--- src/rtl/ras_ctrl_if.sv ---
// rtl/ras_ctrl_if.sv - fetch, return-stack and prediction signal bundle for ras_ctrl
interface ras_ctrl_if;
    logic        if_valid;
    logic [31:0] if_pc;
    logic [31:0] if_instr;
    logic        if_ready;
    logic        flush;
    logic        ras_push;
    logic        ras_pop;
    logic [31:0] ras_pc_in;
    logic [31:0] ras_pc_out;
    logic        pred_valid;
    logic [31:0] pred_pc;
    logic        pred_taken;

    modport master (
        output if_valid, if_pc, if_instr, flush, ras_pc_out,
        input  if_ready, ras_push, ras_pop, ras_pc_in, pred_valid, pred_pc, pred_taken
    );

    modport slave (
        input  if_valid, if_pc, if_instr, flush, ras_pc_out,
        output if_ready, ras_push, ras_pop, ras_pc_in, pred_valid, pred_pc, pred_taken
    );
endinterface

--- src/rtl/ras_ctrl.sv ---
// rtl/ras_ctrl.sv - return-address-stack controller: classifies jumps, drives push/pop and next-PC prediction
// Optional RAS_CTRL_COROUTINE_EN: coroutine swap (pop then push) via a PUSH2 state.
module ras_ctrl (
    input  logic      clk,
    input  logic      reset,
    ras_ctrl_if.slave bus
);
    localparam logic [5:0] DEPTH_MAX = 6'd32;

    typedef enum logic [1:0] {
        IDLE  = 2'd0,
        ISSUE = 2'd1
`ifdef RAS_CTRL_COROUTINE_EN
        , PUSH2 = 2'd2
`endif
    } state_t;

    typedef enum logic [2:0] {
        CL_NONE     = 3'd0,
        CL_CALL     = 3'd1,
        CL_CALL_IND = 3'd2,
        CL_RET      = 3'd3,
        CL_CORO     = 3'd4
    } cls_t;

    function automatic cls_t classify(input logic [31:0] instr);
        logic [4:0] rd;
        logic [4:0] rs1;
        logic       rd_link;
        logic       rs1_link;
        cls_t       cls;
        rd       = instr[11:7];
        rs1      = instr[19:15];
        rd_link  = (rd == 5'd1) || (rd == 5'd5);
        rs1_link = (rs1 == 5'd1) || (rs1 == 5'd5);
        cls      = CL_NONE;
        if (instr[6:0] == 7'b1101111) begin
            cls = rd_link ? CL_CALL : CL_NONE;
        end else if (instr[6:0] == 7'b1100111 && instr[14:12] == 3'b000) begin
            if (rd_link && rs1_link && (rd != rs1)) begin
`ifdef RAS_CTRL_COROUTINE_EN
                cls = CL_CORO;
`else
                cls = CL_CALL_IND;
`endif
            end else if (rd_link) begin
                cls = CL_CALL_IND;
            end else if (rs1_link) begin
                cls = CL_RET;
            end
        end
        return cls;
    endfunction

    function automatic logic [31:0] j_imm(input logic [31:0] instr);
        return {{11{instr[31]}}, instr[31], instr[19:12], instr[20], instr[30:21], 1'b0};
    endfunction

    state_t      state_q, state_d;
    cls_t        cls_q, cls_d;
    logic [31:0] pc_q, pc_d;
    logic [31:0] jimm_q, jimm_d;
    logic [5:0]  depth_q, depth_d;

    logic        if_ready_c;
    logic        push_c;
    logic        pop_c;
    logic        pv_c;
    logic [31:0] ppc_c;
    logic        pt_c;
    logic        accept;
    logic [31:0] pc_plus4;
`ifdef RAS_CTRL_COROUTINE_EN
    logic        coro_issue;
`endif

    assign pc_plus4 = pc_q + 32'd4;

    always_comb begin
        if_ready_c = 1'b0;
        push_c     = 1'b0;
        pop_c      = 1'b0;
        pv_c       = 1'b0;
        ppc_c      = '0;
        pt_c       = 1'b0;
`ifdef RAS_CTRL_COROUTINE_EN
        coro_issue = 1'b0;
`endif
        case (state_q)
            IDLE: if_ready_c = 1'b1;
            ISSUE: begin
                if_ready_c = 1'b1;
                pv_c       = 1'b1;
                ppc_c      = pc_plus4;
                case (cls_q)
                    CL_CALL: begin
                        push_c = 1'b1;
                        ppc_c  = pc_q + jimm_q;
                        pt_c   = 1'b1;
                    end
                    CL_CALL_IND: push_c = 1'b1;
                    CL_RET: begin
                        if (depth_q != 6'd0) begin
                            pop_c = 1'b1;
                            ppc_c = bus.ras_pc_out;
                            pt_c  = 1'b1;
                        end
                    end
`ifdef RAS_CTRL_COROUTINE_EN
                    CL_CORO: begin
                        // Fetch stalls one cycle while the second push goes out.
                        coro_issue = 1'b1;
                        if_ready_c = 1'b0;
                        if (depth_q != 6'd0) begin
                            pop_c = 1'b1;
                            ppc_c = bus.ras_pc_out;
                            pt_c  = 1'b1;
                        end
                    end
`endif
                    default: ;
                endcase
            end
`ifdef RAS_CTRL_COROUTINE_EN
            PUSH2: begin
                if_ready_c = 1'b1;
                push_c     = 1'b1;
            end
`endif
            default: ;
        endcase
        if (reset || bus.flush) begin
            if_ready_c = 1'b0;
            push_c     = 1'b0;
            pop_c      = 1'b0;
            pv_c       = 1'b0;
            ppc_c      = '0;
            pt_c       = 1'b0;
        end
    end

    assign accept = bus.if_valid && if_ready_c;

    always_comb begin
        state_d = IDLE;
        cls_d   = cls_q;
        pc_d    = pc_q;
        jimm_d  = jimm_q;
        depth_d = depth_q;
        // Saturation only stops the count; the push itself still reaches the stack.
        if (push_c && depth_q != DEPTH_MAX) begin
            depth_d = depth_q + 6'd1;
        end else if (pop_c) begin
            depth_d = depth_q - 6'd1;
        end
        if (!bus.flush) begin
`ifdef RAS_CTRL_COROUTINE_EN
            if (coro_issue) state_d = PUSH2;
            else
`endif
            if (accept) begin
                state_d = ISSUE;
                cls_d   = classify(bus.if_instr);
                pc_d    = bus.if_pc;
                jimm_d  = j_imm(bus.if_instr);
            end
        end
    end

    always_ff @(posedge clk) begin
        if (reset) begin
            state_q <= IDLE;
            cls_q   <= CL_NONE;
            pc_q    <= '0;
            jimm_q  <= '0;
            depth_q <= '0;
        end else begin
            state_q <= state_d;
            cls_q   <= cls_d;
            pc_q    <= pc_d;
            jimm_q  <= jimm_d;
            depth_q <= depth_d;
        end
    end

    assign bus.if_ready   = if_ready_c;
    assign bus.ras_push   = push_c;
    assign bus.ras_pop    = pop_c;
    assign bus.ras_pc_in  = push_c ? pc_plus4 : 32'd0;
    assign bus.pred_valid = pv_c;
    assign bus.pred_pc    = ppc_c;
    assign bus.pred_taken = pt_c;
endmodule

--- src/flat_wrapper.sv ---
// flat-port wrapper written by rule: the top's interface ports become plain ports
module ras_ctrl_flat 
  (clk, reset, bus_if_valid, bus_if_pc, bus_if_instr, bus_flush, bus_ras_pc_out, bus_if_ready, bus_ras_push, bus_ras_pop, bus_ras_pc_in, bus_pred_valid, bus_pred_pc, bus_pred_taken);
  ras_ctrl_if bus_i ();
  input  logic clk;
  input  logic reset;
  input wire logic [$bits(bus_i.if_valid)-1:0] bus_if_valid;
  input wire logic [$bits(bus_i.if_pc)-1:0] bus_if_pc;
  input wire logic [$bits(bus_i.if_instr)-1:0] bus_if_instr;
  input wire logic [$bits(bus_i.flush)-1:0] bus_flush;
  input wire logic [$bits(bus_i.ras_pc_out)-1:0] bus_ras_pc_out;
  output wire logic [$bits(bus_i.if_ready)-1:0] bus_if_ready;
  output wire logic [$bits(bus_i.ras_push)-1:0] bus_ras_push;
  output wire logic [$bits(bus_i.ras_pop)-1:0] bus_ras_pop;
  output wire logic [$bits(bus_i.ras_pc_in)-1:0] bus_ras_pc_in;
  output wire logic [$bits(bus_i.pred_valid)-1:0] bus_pred_valid;
  output wire logic [$bits(bus_i.pred_pc)-1:0] bus_pred_pc;
  output wire logic [$bits(bus_i.pred_taken)-1:0] bus_pred_taken;
  assign bus_i.if_valid = bus_if_valid;
  assign bus_i.if_pc = bus_if_pc;
  assign bus_i.if_instr = bus_if_instr;
  assign bus_i.flush = bus_flush;
  assign bus_i.ras_pc_out = bus_ras_pc_out;
  assign bus_if_ready = bus_i.if_ready;
  assign bus_ras_push = bus_i.ras_push;
  assign bus_ras_pop = bus_i.ras_pop;
  assign bus_ras_pc_in = bus_i.ras_pc_in;
  assign bus_pred_valid = bus_i.pred_valid;
  assign bus_pred_pc = bus_i.pred_pc;
  assign bus_pred_taken = bus_i.pred_taken;
  ras_ctrl u_core (.clk(clk), .reset(reset), .bus(bus_i));
endmodule
--- config.mk ---
export PLATFORM = sky130hd
export DESIGN_NAME = ras_ctrl_flat
export DESIGN_NICKNAME = d
export VERILOG_FILES = /design/src/rtl/ras_ctrl_if.sv /design/src/rtl/ras_ctrl.sv /design/src/flat_wrapper.sv
export SDC_FILE = /design/constraint.sdc
export NUM_CORES = 1
export LEC_CHECK = 0
export ABC_AREA = 1
export ABC_CLOCK_PERIOD_IN_PS = 5400
export BUFFER_PORTS_ARGS = -buffer_cell sky130_fd_sc_hd__buf_4
export CELL_PAD_IN_SITES_DETAIL_PLACEMENT = 0
export CELL_PAD_IN_SITES_GLOBAL_PLACEMENT = 1
export CORE_ASPECT_RATIO = 1.75
export CORE_UTILIZATION = 39
export CTS_BUF_LIST = sky130_fd_sc_hd__clkbuf_16
export CTS_CLUSTER_DIAMETER = 120
export DETAILED_ROUTE_END_ITERATION = 16
export HOLD_SLACK_MARGIN = 0.06
export PLACE_DENSITY_LB_ADDON = 0.1
export SYNTH_ARGS = -nofsm -noshare
export SYNTH_HDL_FRONTEND = slang
export SYNTH_SLANG_ARGS = --single-unit
--- constraint.sdc ---
create_clock -name clk -period 5.4 [get_ports clk]
set_input_delay 0.27 -clock clk [delete_from_list [all_inputs] [get_ports clk]]
set_output_delay 0.27 -clock clk [all_outputs]
set_load 0.01 [all_outputs]
## Word-level counts from Yosys, hierarchy flattened

Index checks and enable logic that the tools add are counted.

| word-level totals | value |
|---|---|
| register bits after elaboration | 63 |
| input bits | 100 |
| output and inout port bits | 69 |

| operators by class | value |
|---|---|
| eq/ne operators | 12 |
| muxes and demuxes | 28 |
| reductions and logical operators | 16 |
| bitwise logic cells | 1 |
| $add $sub $neg | 4 |

Operators with widths:

| operator | number |
|---|---|
| $mux 32 | 4 |
| $pmux 32 s2 | 1 |
| $add 32x3->32 const B | 1 |
| $add 32x32->32 | 1 |
| $mux 1 | 15 |
| $eq 7x7->1 const B | 2 |
| $mux 3 | 4 |
| $mux 6 | 2 |
| $eq 5x1->1 const B | 2 |
| $eq 5x3->1 const B | 2 |
| $add 6x1->6 const B | 1 |
| $eq 3x2->1 const B | 2 |
| $ne 6x6->1 const B | 1 |
| $reduce_bool 6->1 | 1 |
| $reduce_or 2->1 | 3 |
| $sub 6x1->6 const B | 1 |
| $logic_and 1x1->1 | 5 |
| $ne 5x5->1 | 1 |
| $eq 3x1->1 const B | 1 |
| $logic_not 3->1 | 1 |
| $logic_or 1x1->1 | 3 |
| $eq 2x1->1 const B | 1 |
| $logic_not 2->1 | 1 |
| $mux 2 | 1 |
| 4 further kinds | 4 |

## Depth between registers and ports, before layout

Gate-level depths: netlist of run 1.

| logic depth | value |
|---|---|
| word-level depth | 7 |
| gate-level depth with buffers | 14 |

## Worst setup path before layout of run 1

Ideal clock, no wire load.

| timing path | value |
|---|---|
| kind | flip-flop to flip-flop |
| start point | register u_core.depth_q[0] |
| end point | register u_core.depth_q[5] |
| data required time | 5285 ps |
| period minus slack after synthesis | 2219 ps |
| cell stages (with the launch flop) | 13 |
| arrival | 2104 ps |
| path buffers | 0 |
| library setup time | 115 ps |
| setup slack | 3181 ps |
| path through | dfxtp_1 -> nor2_1 -> nand2_1 -> o31ai_2 -> ha_1 -> a21oi_1 -> nand2_1 -> nand2_1 -> nand2_1 -> a21oi_1 -> nand3_1 -> a21oi_1 -> nor2_1 |

| between the ends | value |
|---|---|
| cells in the longest elaborated chain, start to end | 6 |
| elaborated cells between the ends (all ways) | 12 |
| classes of those cells | add/sub (2); eq/ne (1); mux (6); reduce/logical (3) |

Ends and longest elaborated chain:

| element | RTL line | source |
|---|---|---|
| from (decl) | ras_ctrl.sv:63 | `logic [5:0] depth_q, depth_d;` |
| from (signal assigned) | ras_ctrl.sv:182 | `depth_q <= depth_d;` |
| parallel branches: the longest is 6 deep, another holds $sub 6x1->6 | n/a |  |

Parallel ways; which one is timed is not known. The select of a mux whose other input is x is not followed.
A chain may end at the register's enable or synchronous reset.

## Worst setup path after layout of run 1

| timing path | value |
|---|---|
| start point | register u_core.cls_q[1] |
| end point | output bus_pred_pc[31] |

| between the ends | value |
|---|---|
| cells in the longest elaborated chain, start to end | 4 |
| elaborated cells between the ends (all ways) | 5 |
| classes of those cells | eq/ne (2); mux (3) |

Ends and longest elaborated chain:

| element | RTL line | source |
|---|---|---|
| from (decl) | ras_ctrl.sv:60 | `cls_t cls_q, cls_d;` |
| from (signal assigned) | ras_ctrl.sv:179 | `cls_q <= cls_d;` |
| $eq 3x2->1 / $eq 3x1->1 (equally long branches) | ras_ctrl.sv:95 | `case (cls_q)` |
| $pmux 32 s2 (*) | ras_ctrl.sv:95 |  |
| $mux 32 (*) | ras_ctrl.sv:89 | `case (state_q)` |
| $mux 32 (*) | ras_ctrl.sv:132 | `if (reset \|\| bus.flush) begin` |
| to (decl) | flat_wrapper.sv:17 | `output wire logic [$bits(bus_i.pred_pc)-1:0] bus_pred_pc;` |

Mark *: on every way between the ends. The rest lies on a longest branch, timed or not.

==> results of run 1 <==
[cell type report]
type / instances / share of cell area (%)
multi-input combinational: 940 / 54.8
timing repair buffer: 170 / 15.3
sequential: 61 / 14.7
clock inverter: 7 / 1.08
inverter: 178 / 8.04
tap: 224 / 3.37
clock buffer: 9 / 2.71
[state kept, by name (all words and copies together), names as in the netlist]
signal          cells
u_core.pc_q        32
u_core.jimm_q      20
u_core.depth_q      6
u_core.cls_q        2
u_core.state_q      1
[power breakdown]
part | internal [mW] | leakage (nW) | switching [mW] | total, mW
Sequential | 0.472 | 0.499 | 0.0354 | 0.507
Combinational | 0.110 | 3.77 | 0.150 | 0.260
Clock | 0.403 | 0.159 | 0.235 | 0.637
[critical path, stage by stage, from the launching register on]
cell and delay, ns:
dfxtp_1 0.35, inv_1 0.05, ha_1 0.16, buf_4 0.22, nor2_2 0.71, inv_1 0.53, nand2_1 0.21, inv_1 0.06
nand2_1 0.06, inv_1 0.05, a21oi_2 0.13, buf_4 0.13
[placed cells by master, fill, tap and decap left out, types with 3 or more instances in the layout]
cell type / count
nand3_1: 121
nor3_2: 3
nor2_4: 3
buf_4: 170
xor2_1: 7
a21oi_2: 4
clkbuf_16: 9
xnor2_1: 4
nand2_1: 439
nor2_1: 111
or2_2: 4
o21ai_0: 47
a31oi_1: 11
nand3b_1: 5
nor2_2: 12
inv_2: 7
nor3_1: 12
a21oi_1: 76
inv_1: 171
dfxtp_1: 61
o211ai_1: 5
and2_1: 3
ha_1: 37
nand4_1: 14
nand2_2: 6
[per-stage QoR]
stage	utilization, %	cells	power [mW]	area [um^2]	setup slack [ns]
3_5_place_dp	48.7	1573	0.777	8010	2.48
2_1_floorplan	-	1211	0.650	6580	3.18
5_1_grt	50.6	1589	1.46	8320	1.92
4_1_cts	50.6	1589	1.41	8320	2.09
6_report	50.6	1589	1.41	8320	2.12
3_3_place_gp	48.7	1573	0.774	8010	2.49
[layer usage]
metal  wire, um  up-vias  track usage [%]
li1           -     4148                -
met1       9990     3584             33.0
met2      13600      291             56.2
met3       1330       58             3.51
met4       1540        0             16.7
met5          0        -                0
[how the worst max path moves through the flow]
stage                     cells past startpoint                 to
after floorplan                              12  u_core.depth_q[5]
after global placement                       11    bus_pred_pc[31]
after detailed placement                     11    bus_pred_pc[31]
after CTS                                    11    bus_pred_pc[31]
after global routing                         11    bus_pred_pc[24]
final                                        11    bus_pred_pc[31]
[synthesized netlist by cell type, drive strengths merged]
cell	n
a21o	1
a21oi	80
a221oi	2
a31oi	11
a32o	1
and2	3
and3b	1
buf	10
clkbuf	22
clkinv	1
dfxtp	61
fa	2
ha	37
inv	177
nand2	447
nand3	123
nand3b	5
nand4	14
nor2	126
nor3	15
o211ai	5
o21ai	48
o21bai	1
o31ai	1
or2	6
xnor2	4
xor2	7
[kinds of logic (layout without fill, tap and decap cells)]
kind of cell / after synthesis / after routing / synth area share, %
AO/OA/AOI/OAI: 150 / 150 / 12.5
XOR/XNOR: 11 / 11 / 1.46
adder cells (fa/ha/maj): 39 / 39 / 7.64
buffers and inverters: 210 / 364 / 12.2
flip-flops: 61 / 61 / 18.6
AND/OR/NAND/NOR: 740 / 740 / 47.7
==> flow_summary.toml, run 1 <==
[setup_path]
cp.arrival_ns = 3.01
cp-start-kind = "flop"
end_kind = "primary output"
setup.worst_path.start = "u_core.cls_q[1]"
rr_startpoint = "u_core.depth_q[0]"
reg2reg_depth = 12
cp_max_fo = 21
required_ns = 5.13
crit_type = "reg -> out"
reg2reg_to = "u_core.depth_q[5]"
timing.reg2reg.setup_slack_ns = 2.86

[clock_network]
postCtsSetupBuffers = 0
cts_hold_buf = 0
root_buffer = "clkbuf_16"
clock_path_buffers = 2
post_cts_resized = 0
cts.clk_slew.worst_paths_ns = 0.06
cts_tree = "built"
clk_latency_ns = 0.34
cts_buffers = 9
cts_max_level = 3
cts.sink_count = 61

[timing]
setup_viol = 0
tightest_slew_ns = 1.10
setup-tns-final_ns = 0
maxSlewHeadroom_pct = 26.4
rsz0062_at_grt = "false"
hold_violations = 0
skew_ns = 0.00373
slew_violations = 0
fin_crit_sh_pct = 60.8
whs_ns = 0.123
fin_crit_ns = 3.28
max_freq_mhz = 304

[global_route]
antenna_found_initial = 0
grt_pass1_wl_um = 40100
gr-total-overflow = 0
grt_max_degree = 63
grt_use_total_pct = 30.5
grt_pass1_vias = 7578

[worst_hold_path]
min_to = "u_core.jimm_q[10]"
hold_start = "bus_if_instr[30]"
min_path_type = "in -> reg"
hold-path-cell-count = 3

[yosys]
synth_cell_types = 40
synthCells = 1211
synth_top_cell_area_share_pct = 25.1
syn_area_mm2 = 0.00658
yosys-top-cells-area = "nand2_1, dfxtp_1, inv_1"
ys_seq_area_share_pct = 18.6
yosysWarnings = 0
synth.avg_cell_area_um2 = 5.43
yosys.area.top_type = "nand2_1"
syn_nets = 1350
ys_ff_latch = 61

[run_status]
outcome = "completed"

[floorplanning]
core_area_mm2 = 0.0164
die_h_um = 174
row_count = 62
start_util_pct = 40.0
die_area_mm2 = 0.0174
io_pins = 169
die_w_um = 100

[layout]
multi_input_area_mm2 = 0.00456
nFillCells = 1919
nets = 1499
n_antenna_cell = 0
syn_to_final_growth_pct = 26.5
drive_above_1_share_pct = 16.8
seq_area_mm2 = 0.00122

[routing]
drc = 0
wl_um = 26500
postRouteAntennaNets = 0
wire_per_inst_um = 16.7
drt_iter0_markers = 473
vias_per_cell = 5.09
first_pass_iters = 5
num_vias = 8081

[pwr]
irDropWorstVdd_mv = 0.211
leakage_nw = 4.43
p_per_area_mw_per_mm2 = 169

[place]
place.gp.congestion = 0.915
numPortBuffers = 167
post-dp-hpwl_um = 21500

[job]
drv_cap = 0
No activity file was read; power rests on OpenSTA's default activity.
==> run 2: changes to the inputs <==
- ABC_AREA: 1 -> 0
- ABC_CLOCK_PERIOD_IN_PS: 5400 -> 2700
- CORE_UTILIZATION: 39 -> 34
- clock period: 5.4 -> 2.7 ns (I/O delays scaled with it)
==> run 2 against run 1 <==
Net effect: the flow now finishes with violations (negative setup slack); combinational power increased to 3.2 times the previous value; global-route usage grew 0.59 points; clock skew fell by 0.0029 ns; core utilization up 8.2 points; routed wire length grew 3.2%; first-iteration DRC count shrank 48%; non-clock buffer count up 179; sequential share of layout area down 2.0 points; sequential cell count stayed put; clock-buffer cell count unchanged; critical path type unchanged; critical endpoint is now bus_pred_pc[29]; largest cell class unchanged.
==> flow_summary.toml, run 2 <==
[run_status]
outcome = "finished with violations"
failed_checks = "negative setup slack"

[routing]
wl_um = 27300
postRouteAntennaNets = 0
num_vias = 7228
first_pass_iters = 5
vias_per_cell = 5.35
wire_per_inst_um = 20.2
drc = 0
drt_iter0_markers = 247

[timing]
maxSlewHeadroom_pct = 60.7
tightest_slew_ns = 0.589
fin_crit_sh_pct = 111
slew_violations = 0
fin_crit_ns = 3.00
max_freq_mhz = 334
setup_viol = 17
hold_violations = 0
skew_ns = 0.000804
rsz0062_at_grt = "true"
worst_slack_ns = -0.295

[layout]
nets = 1259
final_cells = 1352
final_core_util_pct = 58.8
reg.largest.list = "u_core.pc_q (32), u_core.jimm_q (20), u_core.depth_q (6)"
final_area_mm2 = 0.00997
layout_common_cells = "buf_4, nand2_1, nor2_1"
layout_commonest_cell = "buf_4"
n_antenna_cell = 0
drive_above_1_share_pct = 42.4
syn_to_final_growth_pct = 69.8
largest_reg_flops = 32
regMostFlops = "u_core.pc_q"

[floorplanning]
die_w_um = 101
row_count = 63
start_util_pct = 34.6
io_pins = 169
die_h_um = 176
die_area_mm2 = 0.0178
core_area_mm2 = 0.0169

[yosys]
synthCells = 812
yosysMostFrequentCell = "nand2_1"
yosys.area.top_type = "dfxtp_1"
synth_commonest_cells = "nand2_1, nor2_1, o21ai_0"
syn_nets = 951
synth.avg_cell_area_um2 = 7.23
ys.flop_type = "dfxtp_1"
syn_area_mm2 = 0.00587
async_reset_ff_share_pct = 0
ys_seq_area_share_pct = 20.8
yosys-top-cells-area = "dfxtp_1, ha_1, nand2_1"
synth_cell_types = 80
synth_top_cell_area_share_pct = 20.8
yosysWarnings = 0
synth_edf_count = 0
ys_ff_latch = 61

[global_route]
grt_pass1_wl_um = 40900
grt_use_total_pct = 31.1
gr-total-overflow = 0
grt_pass1_vias = 7478
antenna_found_initial = 0
grt_max_degree = 62

[place]
dp_cells = 1263
post-dp-hpwl_um = 20700
place_area_mm2 = 0.00801
place.gp.congestion = 0.896
post-place-ws_ns = -0.150
numPortBuffers = 167

[pwr]
leakage_nw = 4.09
power.total_mw = 2.95
p_per_area_mw_per_mm2 = 296
irDropWorstVdd_mv = 0.428

[clock_network]
cts_tree = "built"
cts_max_level = 3
cts.sink_count = 61
clock_path_buffers = 2
root_buffer = "clkbuf_16"
cts_buffers = 9
clk_latency_ns = 0.34
cts.clk_slew.worst_paths_ns = 0.06

[setup_path]
max_stage_delay_ns = 0.39
cp_max_fo = 4
cp-start-kind = "flop"
end_kind = "primary output"
cp.arrival_ns = 2.86
required_ns = 2.57
crit_top_cell = "buf_6"
cpMaxStageDelayCell = "fa_2"
crit_type = "reg -> out"
crit_path_cell_trace = "ha_4 -> fa_2 -> a211oi_4 -> o21ai_4 -> a221oi_4 -> buf_6 -> o2111ai_4 -> a2111oi_4 -> a211o_1 -> buf_6"

[worst_hold_path]
min_path_type = "in -> reg"

[job]
drv_cap = 0
==> run 2: cell count changes in the layout (fill, tap and decap cells not counted), sizes merged, moves of 9 or more <==
cell         before  now
nand2           447  108
inv             179   18
buf             170  302
nand3           123   34
nand2b            0   48
dlygate4sd3       0   47
a21oi            80   47
nor2            126   95
o21ai            48   77
xnor2             4   27
xor2              7   28
a221oi            2   13
a211oi            0   10
o22ai             0    9
==> run 2: metrics by stage <==
stage,hold WS (ns),TNS [ns]
after CTS,0.0713,-3.36
final,0.0803,-2.51
after global placement,0.329,-1.00
after global routing,0.0812,-4.30
after floorplan,0.243,0
after detailed placement,0.338,-0.967
==> run 2: path summary, 6_finish.rpt <==
check	depth (start not counted)	start	to	slack (ns)
worst max-delay path	10	u_core.pc_q[1]	bus_pred_pc[29]	-0.30
worst min-delay path	3	bus_if_pc[19]	u_core.pc_q[19]	0.08
worst max register to register	11	u_core.state_q[0]	u_core.depth_q[5]	0.05
worst min register to register	2	u_core.jimm_q[19]	u_core.jimm_q[19]	0.50
==> run 2: cells by family after synthesis <==
| kind of cell | after synthesis | share of synthesized area [%] |
|---|---|---|
| xor+xnor | 55 | 8.21 |
| mux | 6 | 1.07 |
| buf+inv | 68 | 5.12 |
| fa+ha+maj | 39 | 8.57 |
| flops | 61 | 20.8 |
| simple gates | 359 | 30.4 |
| compound gates | 224 | 25.9 |
==> run 2: worst max-delay path: cells and delay by family (launching register included) <==
kind | cells | cell delay, ns
flip-flops | 1 | 0.33
buffers and inverters | 2 | 0.26
AO/OA/AOI/OAI | 6 | 1.37
adder cells (fa/ha/maj) | 2 | 0.56
==> run 2: area by class of cell <==
| class | count | area (um^2) |
|---|---|---|
| Sequential cell | 61 | 1260 |
| Multi-Input combinational cell | 683 | 5250 |
| Fill cell | 1590 | 6980 |
| Tap cell | 227 | 284 |
| Clock buffer | 9 | 225 |
| Timing Repair Buffer | 349 | 2830 |
| Inverter | 16 | 60.1 |
| Clock inverter | 7 | 58.8 |
==> run 2: metal layers <==
layer | track usage, % | part of all wire, % | vias to the layer above
li1 | - | - | 3515
met1 | 31.4 | 36 | 3425
met2 | 56.9 | 53 | 207
met3 | 3.78 | 3.7 | 81
met4 | 23.0 | 7.7 | 0
met5 | 0 | 0 | -
==> run 2: where the power goes <==
group	switching [mW]	leakage [nW]	total, mW	internal [mW]
combinational	0.395	3.43	0.836	0.440
sequential	0.0539	0.510	1.00	0.947
clock	0.417	0.145	1.12	0.700
total	0.866	4.09	2.95	2.09
==> run 2: repair_timing <==
item,in CTS,in global routing
endpoints found under the setup margin,31,26
gates resized for setup,124,71
hold endpoints to repair,47,0
hold buffers,47,0
setup buffers,20,10
pin swaps,58,57
==> run 3: changes to the inputs <==
- PLACE_DENSITY: default -> 0.86
- PLACE_DENSITY_LB_ADDON: 0.1 -> default
==> run 3 against run 2 <==
Net effect: sequential cell count did not move; routed wire length fell by 11%; register-to-register slack better by 0.02 ns; critical path depth unchanged; largest power group unchanged; cell count is 2.8% lower; critical path type unchanged; largest cell class unchanged; setup slack improved by 0.030 ns; fmax grew 1.0%; clock power rose by 14%; the flow still finishes with violations (negative setup slack); hold slack lost 0.015 ns; highest routed layer unchanged.
==> flow_summary.toml, run 3 (synthesis gave the netlist of run 2 again) <==
[run_status]
outcome = "finished with violations"
failed_checks = "negative setup slack"

[place]
post-dp-hpwl_um = 17600
place_area_mm2 = 0.00783
numPortBuffers = 167
place.gp.congestion = 0.933
dp_cells = 1238

[setup_path]
cp-start-kind = "flop"
end_kind = "primary output"
cp_max_fo = 3
crit_type = "reg -> out"
cp.arrival_ns = 2.83
required_ns = 2.57

[layout]
regMostFlops = "u_core.pc_q"
n_antenna_cell = 0
layout_commonest_cell = "buf_4"
final_area_mm2 = 0.00949
drive_above_1_share_pct = 37.4
layout_common_cells = "buf_4, nand2_1, nor2_1"
final_cells = 1314
nets = 1221
largest_reg_flops = 32
multi_input_area_mm2 = 0.00503
reg.largest.list = "u_core.pc_q (32), u_core.jimm_q (20), u_core.depth_q (6)"
seq_area_mm2 = 0.00124
nFillCells = 1610
syn_to_final_growth_pct = 61.6

[timing]
skew_ns = 0.00442
worst_slack_ns = -0.265
max_freq_mhz = 337
tightest_slew_ns = 0.599
fin_crit_ns = 2.97
setup-tns-final_ns = -2.10
fin_crit_sh_pct = 110
slew_violations = 0
maxSlewHeadroom_pct = 59.5
rsz0062_at_grt = "true"
hold_violations = 0
setup_viol = 12

[floorplanning]
start_util_pct = 34.6
io_pins = 169
die_w_um = 101
core_area_mm2 = 0.0169
die_area_mm2 = 0.0178
row_count = 63
die_h_um = 176

[global_route]
grt_max_degree = 82
grt_use_total_pct = 26.7
antenna_found_initial = 0
grt_pass1_wl_um = 36300
gr-total-overflow = 0
grt_pass1_vias = 7323

[clock_network]
clock_path_buffers = 2
cts_tree = "built"
cts.sink_count = 61
cts_buffers = 9
root_buffer = "clkbuf_16"
cts_max_level = 3
clk_latency_ns = 0.33
cts.clk_slew.worst_paths_ns = 0.05

[routing]
drc = 0
postRouteAntennaNets = 0
num_vias = 7187
wire_per_inst_um = 18.5
drt_iter0_markers = 314
first_pass_iters = 5
wl_um = 24300
vias_per_cell = 5.47

[pwr]
leakage_nw = 3.90
irDropWorstVdd_mv = 0.446
p_per_area_mw_per_mm2 = 321

[worst_hold_path]
min_path_type = "in -> reg"

[job]
drv_cap = 0
## run 3: cell types whose count changed in the layout (fill, tap and decap cells not counted), sizes merged
cell,previous run,this run
buf,302,264
bufinv,1,3
clkinv,3,2
clkinvlp,1,0
## run 3: critical path, stage by stage (launching register included)
cell      delay, ns
dfxtp_2        0.33
ha_4           0.16
fa_2           0.39
a211oi_4       0.30
o21ai_4        0.11
a221oi_4       0.37
nor2_2         0.08
a31oi_1        0.17
xor2_1         0.29
o22ai_1        0.12
buf_4          0.18
## run 3: what timing repair did
| action | CTS | global route |
|---|---|---|
| resized for setup | 72 | 70 |
| setup buffers | 9 | 9 |
| setup endpoints to repair | 24 | 27 |
| hold buffers | 47 | 0 |
| pin swaps | 51 | 44 |
| hold endpoints to repair | 47 | 0 |
## run 3: path summary, 6_finish.rpt
path / start / slack, ns / end / cells past startpoint
max: u_core.jimm_q[1] / -0.27 / bus_pred_pc[25] / 10
min reg2reg: u_core.cls_q[0] / 0.49 / u_core.cls_q[0] / 2
min: bus_if_instr[17] / 0.07 / u_core.jimm_q[17] / 3
max reg2reg: u_core.depth_q[4] / 0.07 / u_core.depth_q[5] / 11
## run 3: area by class of cell
class	instances	share of cell area, %
inverters	16	0.633
well taps	227	2.99
clock inverters	7	1.12
repair buffers	311	26.8
clock buffers	9	2.37
flip-flops and latches	61	13.1
multi-input cells	683	53.0
## run 3: power breakdown
| part | total (mW) | internal, mW | switching, mW |
|---|---|---|---|
| Clock | 1.28 | 0.888 | 0.389 |
| Sequential | 0.999 | 0.947 | 0.0525 |
| Combinational | 0.765 | 0.401 | 0.364 |
## run 3: metrics by stage
| stage | power, mW | hold WS [ns] | utilization [%] | setup WS [ns] |
|---|---|---|---|---|
| floorplan | 1.31 | 0.243 | - | 0.0297 |
| global placement | 1.60 | 0.331 | 46.2 | -0.125 |
| detailed placement | 1.60 | 0.333 | 46.2 | -0.137 |
| CTS | 2.98 | 0.0624 | 53.5 | -0.253 |
| global route | 3.15 | 0.0783 | 56.0 | -0.382 |
| finish | 3.04 | 0.0654 | 56.0 | -0.265 |
## run 3: routing by layer
layer / share of wire (%) / wire, um / global-route usage (%)
met2: 53 / 12900 / 49.5
met5: 0 / 0 / 0
met1: 37 / 9100 / 28.2
met4: 5.9 / 1440 / 16.9
met3: 3.5 / 857 / 2.35
